==> config.mk <==
export PLATFORM = sky130hd
export DESIGN_NAME = pid_mux
export DESIGN_NICKNAME = d
export VERILOG_FILES = /design/src/rtl/pid_pkg.sv /design/src/rtl/pid_sat.sv /design/src/rtl/pid_mux.sv
export SDC_FILE = /design/constraint.sdc
export NUM_CORES = 1
export LEC_CHECK = 0
export ABC_AREA = 1
export CORE_MARGIN = 4
export CORE_UTILIZATION = 46
export CTS_BUF_LIST = sky130_fd_sc_hd__clkbuf_16
export DETAILED_ROUTE_END_ITERATION = 8
export SLEW_MARGIN = 40
export SYNTH_ARGS = -nofsm -noshare
export SYNTH_HDL_FRONTEND = slang
export SYNTH_HIERARCHICAL = 1
export SYNTH_SLANG_ARGS = --single-unit
==> constraint.sdc <==
create_clock -name clk -period 8.7 [get_ports clk]
set_input_delay 1.74 -clock clk [delete_from_list [all_inputs] [get_ports clk]]
set_output_delay 1.74 -clock clk [all_outputs]
set_load 0.03 [all_outputs]
==> src/rtl/pid_pkg.sv <==
// Shared types and width/saturation helpers for the time-multiplexed PID controller.
package pid_pkg;

    typedef enum logic [2:0] {
        IDLE,
        ERR,
        P,
        I,
        D,
        OUT
    } state_t;

    function automatic int max_i(input int a, input int b);
        return (a > b) ? a : b;
    endfunction

    function automatic int ch_w(input int channels);
        return (channels > 1) ? $clog2(channels) : 1;
    endfunction

    // sp - pv of two unsigned BITS values
    function automatic int err_w(input int bits);
        return bits + 1;
    endfunction

    // difference of two errors
    function automatic int der_w(input int bits);
        return bits + 2;
    endfunction

    // three gain*operand products summed without overflow
    function automatic int acc_w(input int acc_bits, input int bits);
        return acc_bits + bits + 3;
    endfunction

    // widest multiplier operand: integrator or derivative
    function automatic int op_w(input int acc_bits, input int bits);
        return max_i(acc_bits, der_w(bits));
    endfunction

    function automatic longint sat_max(input int w, input bit is_signed);
        return is_signed ? (64'sd1 <<< (w - 1)) - 64'sd1 : (64'sd1 <<< w) - 64'sd1;
    endfunction

    function automatic longint sat_min(input int w, input bit is_signed);
        return is_signed ? -(64'sd1 <<< (w - 1)) : 64'sd0;
    endfunction

endpackage

==> src/rtl/pid_sat.sv <==
// Clamps a signed value into a signed or unsigned OUT_W range and flags which side clipped.
module pid_sat
    import pid_pkg::*;
#(
    parameter int IN_W       = 17,
    parameter int OUT_W      = 16,
    parameter bit OUT_SIGNED = 1'b1
) (
    input  logic signed [IN_W-1:0]  din,
    output logic        [OUT_W-1:0] dout,
    output logic                    sat_hi,
    output logic                    sat_lo
);

    localparam logic signed [IN_W-1:0] MAX_V = IN_W'(sat_max(OUT_W, OUT_SIGNED));
    localparam logic signed [IN_W-1:0] MIN_V = IN_W'(sat_min(OUT_W, OUT_SIGNED));

    // NOTE: every output gets a default first so this always_comb never infers a latch.
    always_comb begin
        sat_hi = (din > MAX_V);
        sat_lo = (din < MIN_V);
        dout   = din[OUT_W-1:0];
        if (sat_hi) begin
            dout = MAX_V[OUT_W-1:0];
        end else if (sat_lo) begin
            dout = MIN_V[OUT_W-1:0];
        end
    end

endmodule

==> src/rtl/pid_mux.sv <==
// CHANNELS independent PID loops sharing one signed multiplier, one sample at a time.
// Per-channel integrator and previous error live in register arrays indexed by channel.
module pid_mux
    import pid_pkg::*;
#(
    parameter int BITS     = 8,
    parameter int CHANNELS = 4,
    parameter int ACC_BITS = 16,
    parameter int OUT_BITS = 8,
    parameter int KSHIFT   = 2
) (
    input  logic                          clk,
    input  logic                          reset_n,
    input  logic                          pv_stb,
    input  logic [ch_w(CHANNELS)-1:0]     pv_ch,
    input  logic                          int_clr,
    input  logic [BITS-1:0]               sp,
    input  logic [BITS-1:0]               pv,
    input  logic [BITS-1:0]               kp,
    input  logic [BITS-1:0]               ki,
    input  logic [BITS-1:0]               kd,
    output logic                          busy,
    output logic                          out_stb,
    output logic [ch_w(CHANNELS)-1:0]     out_ch,
    output logic [OUT_BITS-1:0]           stimulus
);

    localparam int CH_W   = ch_w(CHANNELS);
    localparam int E_W    = err_w(BITS);
    localparam int DER_W  = der_w(BITS);
    localparam int ACC_W  = acc_w(ACC_BITS, BITS);
    localparam int OP_W   = op_w(ACC_BITS, BITS);
    localparam int PROD_W = OP_W + BITS + 1;

    state_t state, next_state;

    logic [CH_W-1:0] ch_q;
    logic            clr_q;
    logic [BITS-1:0] sp_q, pv_q, kp_q, ki_q, kd_q;

    logic signed [ACC_BITS-1:0] integ    [CHANNELS];
    logic signed [E_W-1:0]      prev_err [CHANNELS];

    logic signed [E_W-1:0]      e_q;
    logic signed [DER_W-1:0]    d_q;
    logic signed [ACC_BITS-1:0] integ_new_q;
    logic signed [ACC_BITS-1:0] integ_old_q;
    logic signed [ACC_W-1:0]    acc;

    logic accept;
    assign accept = (state == IDLE) && pv_stb && ({1'b0, pv_ch} < (CH_W + 1)'(CHANNELS));

    // ---------------- FSM ----------------
    // NOTE: sequential state uses non-blocking assignments so every flop samples pre-edge values.
    always_ff @(posedge clk or negedge reset_n) begin
        if (!reset_n) begin
            state <= IDLE;
        end else begin
            state <= next_state;
        end
    end

    always_comb begin
        next_state = state;
        case (state)
            IDLE:    if (accept) next_state = ERR;
            ERR:     next_state = P;
            P:       next_state = I;
            I:       next_state = D;
            D:       next_state = OUT;
            OUT:     next_state = IDLE;
            default: next_state = IDLE;
        endcase
    end

    always_comb begin
        busy    = (state != IDLE);
        out_stb = (state == OUT);
    end

    // ---------------- error stage ----------------
    logic signed [E_W-1:0]      e_cur;
    logic signed [E_W-1:0]      prev_prior;
    logic signed [ACC_BITS-1:0] integ_prior;
    logic signed [ACC_BITS:0]   integ_sum;
    logic signed [ACC_BITS-1:0] integ_clamped;
    logic signed [DER_W-1:0]    d_cur;
    logic [1:0]                 integ_sat_unused;

    always_comb begin
        e_cur       = $signed({1'b0, sp_q}) - $signed({1'b0, pv_q});
        integ_prior = clr_q ? '0 : integ[ch_q];
        prev_prior  = clr_q ? '0 : prev_err[ch_q];
        integ_sum   = (ACC_BITS + 1)'(integ_prior) + (ACC_BITS + 1)'(e_cur);
        d_cur       = DER_W'(e_cur) - DER_W'(prev_prior);
    end

    pid_sat #(
        .IN_W       (ACC_BITS + 1),
        .OUT_W      (ACC_BITS),
        .OUT_SIGNED (1'b1)
    ) u_integ_sat (
        .din    (integ_sum),
        .dout   (integ_clamped),
        .sat_hi (integ_sat_unused[1]),
        .sat_lo (integ_sat_unused[0])
    );

    // ---------------- shared multiplier ----------------
    logic        [BITS-1:0]   gain;
    logic signed [OP_W-1:0]   mul_op;
    logic signed [PROD_W-1:0] product;
    logic signed [ACC_W-1:0]  acc_sum;

    always_comb begin
        gain   = '0;
        mul_op = '0;
        case (state)
            P: begin gain = kp_q; mul_op = OP_W'(e_q);         end
            I: begin gain = ki_q; mul_op = OP_W'(integ_new_q); end
            D: begin gain = kd_q; mul_op = OP_W'(d_q);         end
            default: ;
        endcase
        product = PROD_W'($signed({1'b0, gain})) * PROD_W'(mul_op);
        acc_sum = acc + ACC_W'(product);
    end

    // ---------------- output clamp and anti-windup ----------------
    logic signed [ACC_W-1:0]    y;
    logic        [OUT_BITS-1:0] stim_next;
    logic                       out_hi, out_lo;
    logic                       windup;

    assign y = acc_sum >>> KSHIFT;

    pid_sat #(
        .IN_W       (ACC_W),
        .OUT_W      (OUT_BITS),
        .OUT_SIGNED (1'b0)
    ) u_out_sat (
        .din    (y),
        .dout   (stim_next),
        .sat_hi (out_hi),
        .sat_lo (out_lo)
    );

    // Freeze the integrator only when the error pushes further into the clipped side.
    assign windup = (out_hi && !e_q[E_W-1] && (e_q != '0)) || (out_lo && e_q[E_W-1]);

    // ---------------- datapath registers ----------------
    always_ff @(posedge clk or negedge reset_n) begin
        if (!reset_n) begin
            ch_q        <= '0;
            clr_q       <= 1'b0;
            sp_q        <= '0;
            pv_q        <= '0;
            kp_q        <= '0;
            ki_q        <= '0;
            kd_q        <= '0;
            e_q         <= '0;
            d_q         <= '0;
            integ_new_q <= '0;
            integ_old_q <= '0;
            acc         <= '0;
        end else begin
            if (accept) begin
                ch_q  <= pv_ch;
                clr_q <= int_clr;
                sp_q  <= sp;
                pv_q  <= pv;
                kp_q  <= kp;
                ki_q  <= ki;
                kd_q  <= kd;
            end
            if (state == ERR) begin
                e_q         <= e_cur;
                d_q         <= d_cur;
                integ_new_q <= integ_clamped;
                integ_old_q <= integ_prior;
            end
            if (state == P) begin
                acc <= ACC_W'(product);
            end else if (state == I || state == D) begin
                acc <= acc_sum;
            end
        end
    end

    // Results commit on the edge into OUT so stimulus is already valid while out_stb is high.
    // NOTE: the per-channel arrays carry an async reset because a cleared loop history is part of reset state.
    always_ff @(posedge clk or negedge reset_n) begin
        if (!reset_n) begin
            for (int c = 0; c < CHANNELS; c++) begin
                integ[c]    <= '0;
                prev_err[c] <= '0;
            end
            stimulus <= '0;
            out_ch   <= '0;
        end else if (state == D) begin
            stimulus       <= stim_next;
            out_ch         <= ch_q;
            prev_err[ch_q] <= e_q;
            integ[ch_q]    <= windup ? integ_old_q : integ_new_q;
        end
    end

endmodule

Word-level counts from Yosys, hierarchy flattened
Index checks and enable logic that the tools add are counted.
{ "op_classes": {"addsub": 4, "n_mul": 1, "magnitude_cmp": 6, "eq_ne": 6, "muxes": 25, "n_bitwise": 1, "reduce_logical": 12} }
{ "op_table": {"columns": ["op", "n"], "rows": [
  ["two-way mux 16 bit", 7],
  ["bitwise mux 64 bit", 1],
  ["two-way mux 27 bit", 2],
  ["one-hot mux 16 bit (3 select lines)", 1],
  ["bitwise mux 36 bit", 1],
  ["two-way mux 9 bit", 4],
  ["binary-select mux 16 bit (select 2 bit)", 1],
  ["demux 16 bit (select 2 bit)", 1],
  ["adder 27 x 25 -> 27 bit", 1],
  ["greater-than comparator 25 x 9 -> 1 bit (second input constant)", 1],
  ["< comparator 25 x 1 -> 1 bit (second input constant)", 1],
  ["multiplier 9 x 16 -> 25 bit", 1],
  ["one-hot mux 8 bit (3 select lines)", 1],
  ["binary-select mux 9 bit (select 2 bit)", 1],
  ["demux 9 bit (select 2 bit)", 1],
  ["adder 16 x 9 -> 17 bit", 1],
  ["greater-than comparator 17 x 16 -> 1 bit (second input constant)", 1],
  ["< comparator 17 x 16 -> 1 bit (second input constant)", 1],
  ["two-way mux 8 bit", 2],
  ["one-hot mux 3 bit (5 select lines)", 1],
  ["subtractor 9 x 9 -> 10 bit", 1],
  ["nonzero test 9 bit", 1],
  ["subtractor 8 x 8 -> 9 bit", 1],
  ["== test 3 x 2 -> 1 bit (second input constant)", 2],
  ["other kinds (13)", 19]
]} }
{ "totals": {"regBits": 234, "in_bits": 46, "output_inout_bits": 12, "wordCells": 78} }

Logic depth before layout (Yosys ltp)
Gate-level depths: netlist of run 1.
{ "depth": {"ltp_word": 10, "mapped_depth": 52, "mapped_depth_nobuf": 49} }

Hierarchy
Netlist of run 1, hierarchy kept.
{ "by_module_without_submodules": {"columns": ["mod", "instances", "cells_per_inst", "area_each_um2", "seq_area_each_um2"], "rows": [
  ["pid_mux", 1, 2282, 17879.6, 5855.6],
  ["pid_sat at u_integ_sat", 1, 39, 185.2, 0.0],
  ["pid_sat at u_out_sat", 1, 36, 150.1, 0.0]
]} }

Worst setup path before layout of run 1
Ideal clock, no wire load.
{ "synth_timing": {"path_type": "register to register", "from": "register state[1]", "to": "register integ[11] (netlist bit)", "setup_time_ns": 0.134, "arrival_time_ns": 7.533, "required_time_ns": 8.566, "slack_ns": 1.033, "stages_incl_launch_ff": 47, "n_path_buf": 4, "synth_period_minus_slack_ns": 7.667, "cell_sequence": "dfrtp_1 nor2_1 nand2_2 inv_2 buf_6 buf_4 nand2_1 nand3_2 buf_2 nand2_1 fa_1 inv_1 fa_1 fa_1 inv_1 fa_1 inv_1 ha_1 [... 11 more ...] inv_1 nor2_1 nand3_1 or2_2 nand3_1 nand2_1 and2_1 nor2_1 nand2_1 nor2_1 nand3_1 nand2_2 inv_1 o211ai_1 nand2_1 clkbuf_1 o21ai_0 o21ai_0"} }
{ "synth_between": {"elab_chain_cells": 10, "elab_cells_between_ends": 15, "classes_between": "add/sub (1); mul (1); order compare (2); eq/ne (3); mux (4); reduce/logical (4)"} }
{ "synth_lines": {"columns": ["item", "line", "source"], "rows": [
  ["from (decl)", "pid_mux.sv:35", "state_t state, next_state;"],
  ["from (signal assigned)", "pid_mux.sv:59", "state <= next_state;"],
  ["== test 3 bit or == test 3 x 2 -> 1 bit (tied branches)", "pid_mux.sv:118", "case (state)"],
  ["one-hot mux 8 bit (3 select lines) or one-hot mux 16 bit (3 select lines) (tied branches)", "pid_mux.sv:118", null],
  ["multiplier 9 x 16 -> 25 bit *", "pid_mux.sv:124", "product = PROD_W'($signed({1'b0, gain})) * PROD_W'(mul_op);"],
  ["adder 27 x 25 -> 27 bit *", "pid_mux.sv:125", "acc_sum = acc + ACC_W'(product);"],
  ["named net acc_sum[21]", "pid_mux.sv:113", "logic signed [ACC_W-1:0] acc_sum;"],
  ["greater-than comparator 25 x 9 -> 1 bit *", "pid_sat.sv:20", "sat_hi = (din > MAX_V);"],
  ["named net out_hi", "pid_mux.sv:131", "logic out_hi, out_lo;"],
  ["logical AND 1 bit * (2 in series)", "pid_mux.sv:148", "assign windup = (out_hi && !e_q[E_W-1] && (e_q != '0)) || (out_lo && e_q[E_W-1]);"],
  ["logical OR 1 bit *", "pid_mux.sv:148", null],
  ["two-way mux 16 bit *", "pid_mux.sv:203", "integ[ch_q] <= windup ? integ_old_q : integ_new_q;"],
  ["bitwise mux 64 bit *", "pid_mux.sv:203", null],
  ["to (signal, indexed assignment)", "pid_mux.sv:203", null],
  ["to (decl)", "pid_mux.sv:41", "logic signed [ACC_BITS-1:0] integ [CHANNELS];"]
]} }
The timed path passes the listed nets; every way through them passes the cells marked *.
A chain may end at the register's enable or synchronous reset.

Worst setup path in the final report of run 1
{ "layout_timing": {"from": "register state[1]", "to": "register integ[52] (netlist bit)"} }
Same word-level chain as after synthesis.

==> out/summary.md, run 1 <==
* clock buffers created by TritonCTS: 29
* Hold Path Class: reg2reg
* gpl congestion: 0.925
* dominant cell type by count on the critical path: sky130_fd_sc_hd__inv_1
* status: finished, final reports clean
* share of the cycle needed by the critical path after routing: 93.9%
* post-synth design cell area: 18200 um^2
* Data required, critical path: 9160 ps
* initial antenna violation count: 0
* post-detailed-route DRC marker count: 0
* classification of the worst setup path: reg2reg
* Fin. Hold Viols: 0
* total via count after detailed routing: 15500
* Yosys Warn Count: 6
* Root Buffer: sky130_fd_sc_hd__clkbuf_16
* Post-Syn Nets: 2620
* Post-layout nets: 2682
* # H-tree levels: 1
* Slew @ Worst Pin: 798 ps
* worst path bufs/invs: 12
* critical path's top delay family: adder cells
* wire length per cell: 16.9 um
* sort of element at the end of the critical path: flip-flop
* DP Wirelength: 37.3 mm
* number of max-cap violations: 0
* maximum clock insertion buffer count: 3
* endpoints failing setup: 0
* Post-Place Cell Area: 19400 um^2
* remaining global-route overflow: 0
* I/O Pins: 58
* TritonCTS clock tree: yes
* number of detailed-routing iterations run before antenna repair: 5
* CTS Sinks: 234
* count of hold buffers inserted by post-cts repair: 0
* Total Die Area: 42800 um^2
* peak fanout along the critical path: 32
* post-route design area: 20700 um^2
* Die Height: 207 um
* number of buffers added on ports: 57
* count of mapped cells out of synthesis: 2355
* largest net degree at the start of global routing: 89
* total detailed-routing wirelength: 50.0 mm
* Detailed Route Iter0 Violations: 1185
* fraction of layout instances using a drive strength above 1: 8.87%
* max-slew violations: 0
* DIE WIDTH: 207 um
* final critical path time including I/O delays and setup: 8170 ps
* GRT Overall Usage: 24.0%
* initial core utilization: 46.8%
* insertion delay of the later-clocked pin in the worst-skew pair: 560 ps
* antenna diode count: 0
* Layout Skew: 22.5 ps
* standard-cell row count: 72
* relative slew slack: 46.8%
* Avg Synthesized Cell Area: 7.73 um^2
* number of nets with antenna violations after routing: 0
* area delta synth->final: 13.7%
* cell with the largest stage delay on the worst path: sky130_fd_sc_hd__fa_1
* core area: 38900 um^2
* Clock transition at path regs: 60 ps
* wire length of the first global-routing pass: 82.8 mm
* Crit path largest cell delay: 530 ps
* Fmax achieved: 0.122 GHz
* startpoint type of the worst setup path: flip-flop
* number of global-route vias before repair: 15500
* WP data arrival: 8630 ps
* placed cell count: 2891
* average vias per placed instance: 5.26
* count of placed standard cells in the final layout, fillers left out: 2954
cell type report:
class                           count  area, um^2
Clock buffer                       29         726
Clock inverter                     21         156
Fill cell                        3833       18200
Inverter                          388        1470
Multi-Input combinational cell   1660       10900
Sequential cell                   234        5860
Tap cell                          518         648
Timing Repair Buffer              102         941
Timing Repair inverter              2        10.0
metrics by stage:
stage	worst slack (ps)	hold slack [ps]	util, %	TNS (ps)
floorplan	1030	453	-	0
global placement	-340	464	49.8	-19550
detailed placement	-257	472	49.8	-13120
CTS	21.5	488	52.1	0
global route	-22.3	493	53.2	-65.4
finish	533	481	53.2	0
worst register-to-register path, delay by kind of cell, from the launching register on:
family	cells	cell delay [ps]
AOI/OAI and AO/OA	9	1430
and+or+nand+nor	16	2170
adders and majority gates	6	2750
DFF	1	470
buffers and inverters	12	1250
final timing paths:
path	start	end	slack, ps	cells after the start
max	state[1]	integ[52]	530	43
min	stimulus[6]	stimulus[6]	480	2
max reg2reg	state[1]	integ[52]	530	43
min reg2reg	stimulus[6]	stimulus[6]	480	2
max in group asynchronous	reset_n	ki_q[5]	6300	2
min in group asynchronous	reset_n	prev_err[20]	1190	1
per-layer routing:
layer  wire length (um)  track usage, %  vias up  part of all wire (%)
met5                  0               0        -                     0
met4                886            4.13        0                   1.8
met3               3040            3.81       54                   6.1
met2              21900            37.2      407                    44
met1              24100            36.4     7529                    48
li1                   -               -     7559                     -
cells in the final DEF, fill, tap and decap left out, types with 5 or more instances in the layout:
cell type,count
sky130_fd_sc_hd__a22oi_1,50
sky130_fd_sc_hd__o211ai_1,9
sky130_fd_sc_hd__nor2_2,6
sky130_fd_sc_hd__nand2_4,5
sky130_fd_sc_hd__nand3b_1,6
sky130_fd_sc_hd__nor2_1,70
sky130_fd_sc_hd__nand3_4,5
sky130_fd_sc_hd__nor3_1,9
sky130_fd_sc_hd__o21ai_1,8
sky130_fd_sc_hd__nand2_2,9
sky130_fd_sc_hd__o21ai_0,172
sky130_fd_sc_hd__o21ai_2,15
sky130_fd_sc_hd__a21oi_1,99
sky130_fd_sc_hd__clkdlybuf4s50_1,56
sky130_fd_sc_hd__dfrtp_1,231
sky130_fd_sc_hd__clkinv_1,12
sky130_fd_sc_hd__nand4_1,16
sky130_fd_sc_hd__clkinv_2,6
sky130_fd_sc_hd__a21oi_2,6
sky130_fd_sc_hd__nand2_1,725
sky130_fd_sc_hd__clkbuf_16,29
sky130_fd_sc_hd__nand3_1,72
sky130_fd_sc_hd__buf_4,40
sky130_fd_sc_hd__xnor2_1,14
sky130_fd_sc_hd__nand3_2,6
sky130_fd_sc_hd__mux2_2,32
sky130_fd_sc_hd__inv_1,377
sky130_fd_sc_hd__fa_1,106
sky130_fd_sc_hd__xor2_1,36
sky130_fd_sc_hd__inv_2,7
sky130_fd_sc_hd__ha_1,110
sky130_fd_sc_hd__and2_1,15
what timing repair did:
| action | 4_1_cts | 5_1_grt |
|---|---|---|
| endpoints found under the setup margin | 64 | 72 |
| buffers inserted | 0 | 11 |
| pin swaps | 0 | 2 |
| gates resized for setup | 4 | 99 |
| cloned | 0 | 2 |
sequential cells by signal (all words and copies together) (netlist names):
name         flops
integ           64
prev_err        36
acc             27
integ_new_q     16
integ_old_q     16
d_q             10
e_q              9
kd_q             8
ki_q             8
kp_q             8
pv_q             8
sp_q             8
stimulus         8
state            3
ch_q             2
out_ch           2
clr_q            1
Power of run 1 is not shown: default switching activity piles up to over one toggle a cycle in this logic, so the estimate is an artifact.
==> run 2: changes to the inputs <==
Settings changed: MAX_ROUTING_LAYER from default to met4, REMOVE_ABC_BUFFERS from default to 1, SLEW_MARGIN 40 to default.
==> run 2 against run 1 <==
Effect of this change: worst hold slack got worse by 5.2 ps; via count about the same; clock skew decreased by 9.0 ps; critical path type unchanged.
==> out/summary.md, run 2 (same netlist as run 1, synthesis figures left out) <==
* status: finished, final reports clean, unchanged
* DIE WIDTH: 207 um, unchanged
* number of nets with antenna violations after routing: 0, unchanged
* post-detailed-route DRC marker count: 0, unchanged
* placed cell count: 2906, was 2891
* Post-Place Cell Area: 19500 um^2, was 19400 um^2
* largest net degree at the start of global routing: 92, was 89
* classification of the worst setup path: reg2reg, unchanged
* relative slew slack: 31.4%, was 46.8%
* share of the cycle needed by the critical path after routing: 94.6%, was 93.9%
* Root Buffer: sky130_fd_sc_hd__clkbuf_16, unchanged
* Fmax achieved: 0.121 GHz, was 0.122 GHz
* WP data arrival: 8630 ps, about the same
* number of detailed-routing iterations run before antenna repair: 5, unchanged
* Post-layout nets: 2689, was 2682
* number of max-cap violations: 0, unchanged
* largest registers ranked by flip-flop count: integ: 64 flops, prev_err: 36 flops, acc: 27 flops, unchanged
* core area: 38900 um^2, unchanged
* maximum clock insertion buffer count: 3, unchanged
* Hold Path Class: reg2reg, unchanged
* initial antenna violation count: 0, unchanged
* count of placed standard cells in the final layout, fillers left out: 2963, was 2954
* number of buffers added on ports: 57, unchanged
* initial core utilization: 46.8%, unchanged
* Hold EP: stimulus[0], was stimulus[6]
* Slew @ Worst Pin: 1030 ps, was 798 ps
* peak fanout along the critical path: 32, unchanged
* wire length of the first global-routing pass: 79.1 mm, was 82.8 mm
* # H-tree levels: 1, unchanged
* hold path start: stimulus[0], was stimulus[6]
* insertion delay of the later-clocked pin in the worst-skew pair: 550 ps, was 560 ps
* wire length per cell: 16.1 um, was 16.9 um
* number of global-route vias before repair: 15500, about the same
* remaining global-route overflow: 0, unchanged
* GRT Overall Usage: 23.5%, was 24.0%
* total via count after detailed routing: 15500, about the same
* TritonCTS clock tree: yes, unchanged
* launch instance of the worst register-to-register path: state[1], unchanged
* final critical path time including I/O delays and setup: 8230 ps, was 8170 ps
* worst reg-to-reg path cell count: 48, was 43
* leading cell type in the layout, fill and taps excluded: sky130_fd_sc_hd__nand2_1, unchanged
* worst hold path cell count: 2, unchanged
* Data required, critical path: 9100 ps, was 9160 ps
* clock buffers created by TritonCTS: 28, was 29
* Clock transition at path regs: 60 ps, about the same
* register-to-register setup slack: 470 ps, was 530 ps
* Layout Skew: 13.5 ps, was 22.5 ps
* antenna diode count: 0, unchanged
* standard-cell row count: 72, unchanged
* average vias per placed instance: 5.24, was 5.26
* CTS Sinks: 234, unchanged
* endpoints failing setup: 0, unchanged
* sort of element at the end of the critical path: flip-flop, unchanged
* destination of the worst register-to-register timing path: integ[25], was integ[52]
* Die Height: 207 um, unchanged
* commonest cells after routing, fill and taps aside: 725 x sky130_fd_sc_hd__nand2_1, 379 x sky130_fd_sc_hd__inv_1, 233 x sky130_fd_sc_hd__dfrtp_1, was 725 x sky130_fd_sc_hd__nand2_1, 377 x sky130_fd_sc_hd__inv_1, 231 x sky130_fd_sc_hd__dfrtp_1
* gpl congestion: 0.943, was 0.925
* Detailed Route Iter0 Violations: 1002, was 1185
* dominant cell type by count on the critical path: sky130_fd_sc_hd__nand2_1, was sky130_fd_sc_hd__inv_1
* fraction of layout instances using a drive strength above 1: 8.59%, was 8.87%
* total negative slack: 0 ps, unchanged
* DP Wirelength: 35.1 mm, was 37.3 mm
* total detailed-routing wirelength: 47.6 mm, was 50.0 mm
* max-slew violations: 0, unchanged
* Hold WS: 476 ps, was 481 ps
* area delta synth->final: 13.7%, about the same
* startpoint type of the worst setup path: flip-flop, unchanged
* cell with the largest stage delay on the worst path: sky130_fd_sc_hd__fa_1, unchanged
* Crit path largest cell delay: 520 ps, was 530 ps
* number of flip-flops under the largest register name: 64, unchanged
* Fin. Hold Viols: 0, unchanged
* I/O Pins: 58, unchanged
* post-route design area: 20700 um^2, about the same
* Total Die Area: 42800 um^2, unchanged
* Biggest register: integ, unchanged
==> run 2: stage by stage <==
step	util (%)	setup slack, ps
finish	53.2	468
global route	53.2	-61.5
CTS	52.3	73.9
detailed placement	50.1	12.1
global placement	50.1	72.4
floorplan	-	223
==> run 2: what timing repair did <==
item	in CTS	in global routing
gates resized for setup	3	96
pin swaps	0	10
gates cloned	0	0
hold buffers	0	0
endpoints found under the setup margin	30	64
setup buffers	0	6
==> run 2: how the worst max path moves through the flow <==
stage | startpoint | end
global placement | state[0] | integ[7]
global route | state[0] | integ[41]
detailed placement | state[0] | integ[16]
CTS | state[0] | integ[16]
finish | state[1] | integ[25]
floorplan | state[2] | integ[0]
==> run 2: final cells by class <==
cell class / instances / area [um^2]
multi-input cells: 1660 / 10800
repair buffers: 112 / 1000
well taps: 518 / 648
clock buffers: 29 / 726
inverters: 388 / 1470
fillers: 3794 / 18200
flip-flops and latches: 234 / 5860
clock inverters: 22 / 149
==> run 2: routing by layer <==
metal	share of wire (%)	vias to the layer above	global-route usage (%)
met2	44	387	35.9
met3	5.2	86	3.05
li1	-	7573	-
met1	48	7489	33.6
met5	0	-	-
met4	2.4	0	5.57
==> run 2: worst max-delay path: cells and delay by family, from the launching register on <==
family | cells | cell delay [ps]
AO/OA/AOI/OAI | 4 | 470
adder cells (fa/ha/maj) | 6 | 2670
buffers and inverters | 11 | 1100
flip-flops | 1 | 410
AND/OR/NAND/NOR | 27 | 3380
Power of run 2 is left out for the same reason.
